`src/rtl/spi_regbank_arbiter.sv`:
```
// rtl/spi_regbank_arbiter.sv - two-port req/ack arbiter that owns the device register bank
// Optional ARB_ROUND_ROBIN_EN: round-robin arbitration; otherwise fixed priority with port A winning.
module spi_regbank_arbiter #(
    parameter int ADDR_W = 2,
    parameter int DATA_W = 8
) (
    input  logic                           clk,
    input  logic                           rst_n,
    input  logic                           a_req,
    input  logic                           a_we,
    input  logic [ADDR_W-1:0]              a_addr,
    input  logic [DATA_W-1:0]              a_wdata,
    output logic                           a_ack,
    output logic [DATA_W-1:0]              a_rdata,
    input  logic                           b_req,
    input  logic                           b_we,
    input  logic [ADDR_W-1:0]              b_addr,
    input  logic [DATA_W-1:0]              b_wdata,
    output logic                           b_ack,
    output logic [DATA_W-1:0]              b_rdata,
    output logic [1:0]                     grant,
    output logic [(2**ADDR_W)*DATA_W-1:0]  regs_flat
);
    localparam int NREG = 2 ** ADDR_W;

    typedef enum logic [1:0] {IDLE, ACCESS, DONE} state_t;

    state_t              state_q, state_d;
    logic [1:0]          grant_q, grant_d;
    logic                we_q, we_d;
    logic [ADDR_W-1:0]   addr_q, addr_d;
    logic [DATA_W-1:0]   wdata_q, wdata_d;
    logic                a_ack_q, a_ack_d;
    logic                b_ack_q, b_ack_d;
    logic [DATA_W-1:0]   a_rdata_q, a_rdata_d;
    logic [DATA_W-1:0]   b_rdata_q, b_rdata_d;
    logic [DATA_W-1:0]   regs_q [NREG];
    logic [DATA_W-1:0]   regs_d [NREG];
    logic                pick_b;
`ifdef ARB_ROUND_ROBIN_EN
    logic                prefer_b_q, prefer_b_d;
`endif

    function automatic logic [DATA_W-1:0] reset_val(input int k);
        case (k)
            0:       reset_val = DATA_W'(8'h96);
            1:       reset_val = DATA_W'(8'h01);
            2:       reset_val = DATA_W'(8'h02);
            3:       reset_val = DATA_W'(8'h03);
            default: reset_val = '0;
        endcase
    endfunction

    always_comb begin
        state_d   = state_q;
        grant_d   = grant_q;
        we_d      = we_q;
        addr_d    = addr_q;
        wdata_d   = wdata_q;
        a_ack_d   = 1'b0;
        b_ack_d   = 1'b0;
        a_rdata_d = a_rdata_q;
        b_rdata_d = b_rdata_q;
        regs_d    = regs_q;
        pick_b    = 1'b0;
`ifdef ARB_ROUND_ROBIN_EN
        prefer_b_d = prefer_b_q;
`endif
        case (state_q)
            IDLE: begin
                if (a_req || b_req) begin
`ifdef ARB_ROUND_ROBIN_EN
                    pick_b     = b_req && (!a_req || prefer_b_q);
                    prefer_b_d = !pick_b;
`else
                    pick_b = b_req && !a_req;
`endif
                    grant_d = pick_b ? 2'b10 : 2'b01;
                    we_d    = pick_b ? b_we    : a_we;
                    addr_d  = pick_b ? b_addr  : a_addr;
                    wdata_d = pick_b ? b_wdata : a_wdata;
                    state_d = ACCESS;
                end
            end
            ACCESS: begin
                // Access uses only the fields latched at grant, so a dropped req is harmless.
                if (we_q) begin
                    regs_d[addr_q] = wdata_q;
                end else if (grant_q[1]) begin
                    b_rdata_d = regs_q[addr_q];
                end else begin
                    a_rdata_d = regs_q[addr_q];
                end
                if (grant_q[1]) begin
                    b_ack_d = 1'b1;
                end else begin
                    a_ack_d = 1'b1;
                end
                grant_d = 2'b00;
                state_d = DONE;
            end
            DONE: begin
                state_d = IDLE;
            end
            default: begin
                state_d = IDLE;
                grant_d = 2'b00;
            end
        endcase
    end

    always_ff @(posedge clk or negedge rst_n) begin
        if (!rst_n) begin
            state_q   <= IDLE;
            grant_q   <= 2'b00;
            we_q      <= 1'b0;
            addr_q    <= '0;
            wdata_q   <= '0;
            a_ack_q   <= 1'b0;
            b_ack_q   <= 1'b0;
            a_rdata_q <= '0;
            b_rdata_q <= '0;
            for (int k = 0; k < NREG; k++) begin
                regs_q[k] <= reset_val(k);
            end
`ifdef ARB_ROUND_ROBIN_EN
            prefer_b_q <= 1'b0;
`endif
        end else begin
            state_q   <= state_d;
            grant_q   <= grant_d;
            we_q      <= we_d;
            addr_q    <= addr_d;
            wdata_q   <= wdata_d;
            a_ack_q   <= a_ack_d;
            b_ack_q   <= b_ack_d;
            a_rdata_q <= a_rdata_d;
            b_rdata_q <= b_rdata_d;
            regs_q    <= regs_d;
`ifdef ARB_ROUND_ROBIN_EN
            prefer_b_q <= prefer_b_d;
`endif
        end
    end

    assign a_ack   = a_ack_q;
    assign b_ack   = b_ack_q;
    assign a_rdata = a_rdata_q;
    assign b_rdata = b_rdata_q;
    assign grant   = grant_q;

    for (genvar g = 0; g < NREG; g++) begin : g_flat
        assign regs_flat[g*DATA_W +: DATA_W] = regs_q[g];
    end

endmodule

```
`config.mk`:
```
export PLATFORM = sky130hd
export DESIGN_NAME = spi_regbank_arbiter
export DESIGN_NICKNAME = d
export VERILOG_FILES = /design/src/rtl/spi_regbank_arbiter.sv
export SDC_FILE = /design/constraint.sdc
export NUM_CORES = 1
export LEC_CHECK = 0
export BUFFER_PORTS_ARGS = -buffer_cell sky130_fd_sc_hd__buf_2
export CAP_MARGIN = 20
export CORE_MARGIN = 2
export CORE_UTILIZATION = 56
export CTS_CLUSTER_DIAMETER = 100
export DETAILED_ROUTE_END_ITERATION = 8
export PLACE_DENSITY = 0.88
export SETUP_SLACK_MARGIN = 0.15
export SLEW_MARGIN = 5
export SYNTH_ARGS = -nofsm -noshare
export SYNTH_HDL_FRONTEND = slang
export SYNTH_SLANG_ARGS = --single-unit
export TNS_END_PERCENT = 10
```
`constraint.sdc`:
```
create_clock -name clk -period 2.7 [get_ports clk]
set_input_delay 0.54 -clock clk [delete_from_list [all_inputs] [get_ports clk]]
set_output_delay 0.54 -clock clk [all_outputs]
set_load 0.03 [all_outputs]
```
==> flow_metrics.py <==
metrics = {
    "outcome": {
        "status": "finished, final reports clean",
    },
    "floorplanning": {
        "start_util_pct": 58.8,
        "rows": 25,
        "die_x_um": 74.9,
        "die_h_um": 74.9,
        "pin_count": 78,
        "core_area_um2": 4790,
        "die_area_um2": 5610,
    },
    "global_routing": {
        "grt_pass1_vias": 1897,
        "antenna_found_initial": 0,
        "grt_usage_pct": 25.2,
        "grt_pass1_wl_um": 9870,
        "grt_overflow": 0,
        "grt_max_degree": 40,
    },
    "timing": {
        "hold_viol": 0,
        "clock_skew_ns": 0.00637,
        "slew_headroom_pct": 47.6,
        "worst_slew_pin_slew_ns": 0.785,
        "fin_crit_sh_pct": 70.8,
        "drv_slew": 0,
        "min_period_ns": 1.91,
        "fmax_mhz": 523,
        "setup-tns-final_ns": 0,
        "setup_viol": 0,
        "rsz0062_at_grt": "no",
    },
    "setup_path": {
        "critPathRequiredTime_ns": 2.93,
        "slowest_delay_ns": 0.85,
        "cp-start-kind": "register",
        "path_class": "reg2reg",
        "critPathCaptureType": "register",
        "cp_cell_sequence": "nand4b_2 > mux2_2",
        "crit_buf_inv": 0,
        "cp_top_family": "flip-flops",
        "arrival_ns": 2.14,
        "slowest_stage": "dfrtp_1",
        "crit_fanout": 13,
    },
    "synthesis": {
        "yosysTopAreaCell": "dfrtp_1",
        "synth_top_area_share_pct": 50.6,
        "synth_top_family_by_area": "multiplexers",
        "synth_compound_area_share_pct": 7.77,
        "synth-edff-count": 0,
        "synth_xor_xnor_area_share_pct": 0,
        "synth_mux_area_share_pct": 25.6,
        "synth_cell_types": 25,
        "synth_area_leaders": "dfrtp_1 (51%), mux2_2 (19%), dfstp_2 (7.5%)",
        "yosys_warnings": 0,
        "ys.flop_type": "dfrtp_1",
        "synth_most_common_cell": "dfrtp_1",
        "synthSimpleGateAreaFrac_pct": 6.80,
        "syn_inst": 192,
        "syn-num-nets": 218,
        "synth_seq_area_share_pct": 58.1,
        "synth_area_um2": 2820,
        "synth_fa_ha_area_share_pct": 0,
        "synth_commonest_cells": "dfrtp_1 (57), mux2_2 (48), a22oi_1 (11), nor2b_1 (11), o21ai_0 (10)",
        "ys_seq_elements": 65,
        "avgSynthCellArea_um2": 14.7,
        "synth-async-reset-ratio_pct": 100,
    },
    "pwr": {
        "leakage_nw": 1.68,
        "p_per_area_nw_per_um2": 1400,
        "pwr-share-seq_pct": 39.9,
        "sw_frac_of_total_pct": 43.8,
        "power_mw": 4.83,
        "internal_power_mw": 2.72,
        "combinationalPowerShare_pct": 46.0,
        "power.switching_mw": 2.11,
        "p_clk_share_pct": 14.1,
        "max-vdd-ir-drop_mv": 0.745,
    },
    "routing": {
        "totalWireLength_um": 6470,
        "viasPerCell": 5.80,
        "routedWlPerCell_um": 18.6,
        "drtIter0Drc": 174,
        "post-route-drc-count": 0,
        "dr_total_vias": 2018,
        "firstDrtPassIters": 4,
        "ant_nets": 0,
    },
    "cts": {
        "post_cts_buffers": 0,
        "htreeDepth": 3,
        "cts.reportedPaths.clkPinSlew_ns": 0.07,
        "clkLatencyLatePin_ns": 0.34,
        "cts_buffer_depth": 2,
        "cts_hold_buf": 0,
        "cts_sinks": 65,
        "cts.repair.resized": 0,
        "cts_buffers": 9,
        "cts_tree": "done",
        "root_buffer": "clkbuf_8",
    },
    "cells_and_area": {
        "area_growth_pct": 22.5,
        "num_antenna_cells": 0,
        "drive_above_1_share_pct": 58.4,
        "final_nets": 302,
        "nFillCells": 335,
    },
    "min_path": {
        "hold_class": "in2async",
    },
    "run": {
        "max-cap-violations": 0,
    },
    "placement": {
        "globalplace.congestion": 0.786,
        "place.port_buffers": 77,
        "hpwl_um": 4490,
    },
}
## layout make-up
cell class | count | area [µm²] | area share, %
inverter | 3 | 11.3 | 0.326
multi-input combinational | 115 | 1130 | 32.8
clock inverter | 2 | 10.0 | 0.290
tap | 67 | 83.8 | 2.43
clock buffer | 14 | 143 | 4.13
timing repair buffer | 82 | 435 | 12.6
sequential | 65 | 1640 | 47.4
## layer usage
metal  GRT usage, %  wire length, µm  vias up
met5              0                0        -
met4           10.7              131        0
met3           7.36              374       12
met2           40.3             3310       76
met1           32.3             2660     1037
li1               -                -      893
## stage by stage
stage	cell area, µm²	setup WS (ns)	hold WS (ns)	util, %	std cells
after floorplan	2820	1.06	0.244	-	192
after global placement	3300	0.802	0.485	68.9	332
after detailed placement	3300	0.773	0.491	68.9	332
after CTS	3450	0.759	0.221	72.1	348
after global routing	3450	0.650	0.254	72.1	348
final	3450	0.789	0.210	72.1	348
## layout by cell type (no fill, tap or decap), types with 8 or more instances in the layout
master / netlist / final
a22oi_1: 11 / 11
a31oi_1: 9 / 9
buf_2: 3 / 77
clkbuf_8: 0 / 9
dfrtp_1: 57 / 57
dfstp_2: 8 / 8
mux2_2: 48 / 48
mux4_2: 8 / 8
nor2b_1: 11 / 11
o21ai_0: 10 / 10
## power groups by stage
stage	Sequential (mW)	Clock [mW]	Combinational [mW]
2_1_floorplan	2.47	0	0.987
3_5_place_dp	1.94	0	2.23
3_3_place_gp	1.92	0	2.17
6_report	1.93	0.679	2.22
4_1_cts	1.92	0.689	2.24
5_1_grt	2.00	0.733	2.37
## final timing paths
kind                       slack, ns       endpoint  cells past startpoint  startpoint
setup / recovery                0.79  regs_flat[14]                      2   addr_q[0]
hold / removal                  0.21  regs_flat[31]                      1       rst_n
setup reg to reg                0.79  regs_flat[14]                      2   addr_q[0]
hold reg to reg                 0.50     a_rdata[0]                      1  a_rdata[0]
max in group asynchronous       1.80  regs_flat[17]                      2       rst_n
min in group clk                0.42           we_q                      3        a_we
## cell families after synthesis
logic type,count (synthesis)
flops,65
simple gates,25
buf+inv,12
compound gates,34
mux,56
## state kept, by name, indices dropped and copies added, names as in the netlist
| name | flops |
|---|---|
| b_ack | 1 |
| state_q | 2 |
| addr_q | 2 |
| we_q | 1 |
| a_rdata | 8 |
| b_rdata | 8 |
| a_ack | 1 |
| regs_flat | 32 |
| grant | 2 |
| wdata_q | 8 |
(Power assumes the default switching activity.)
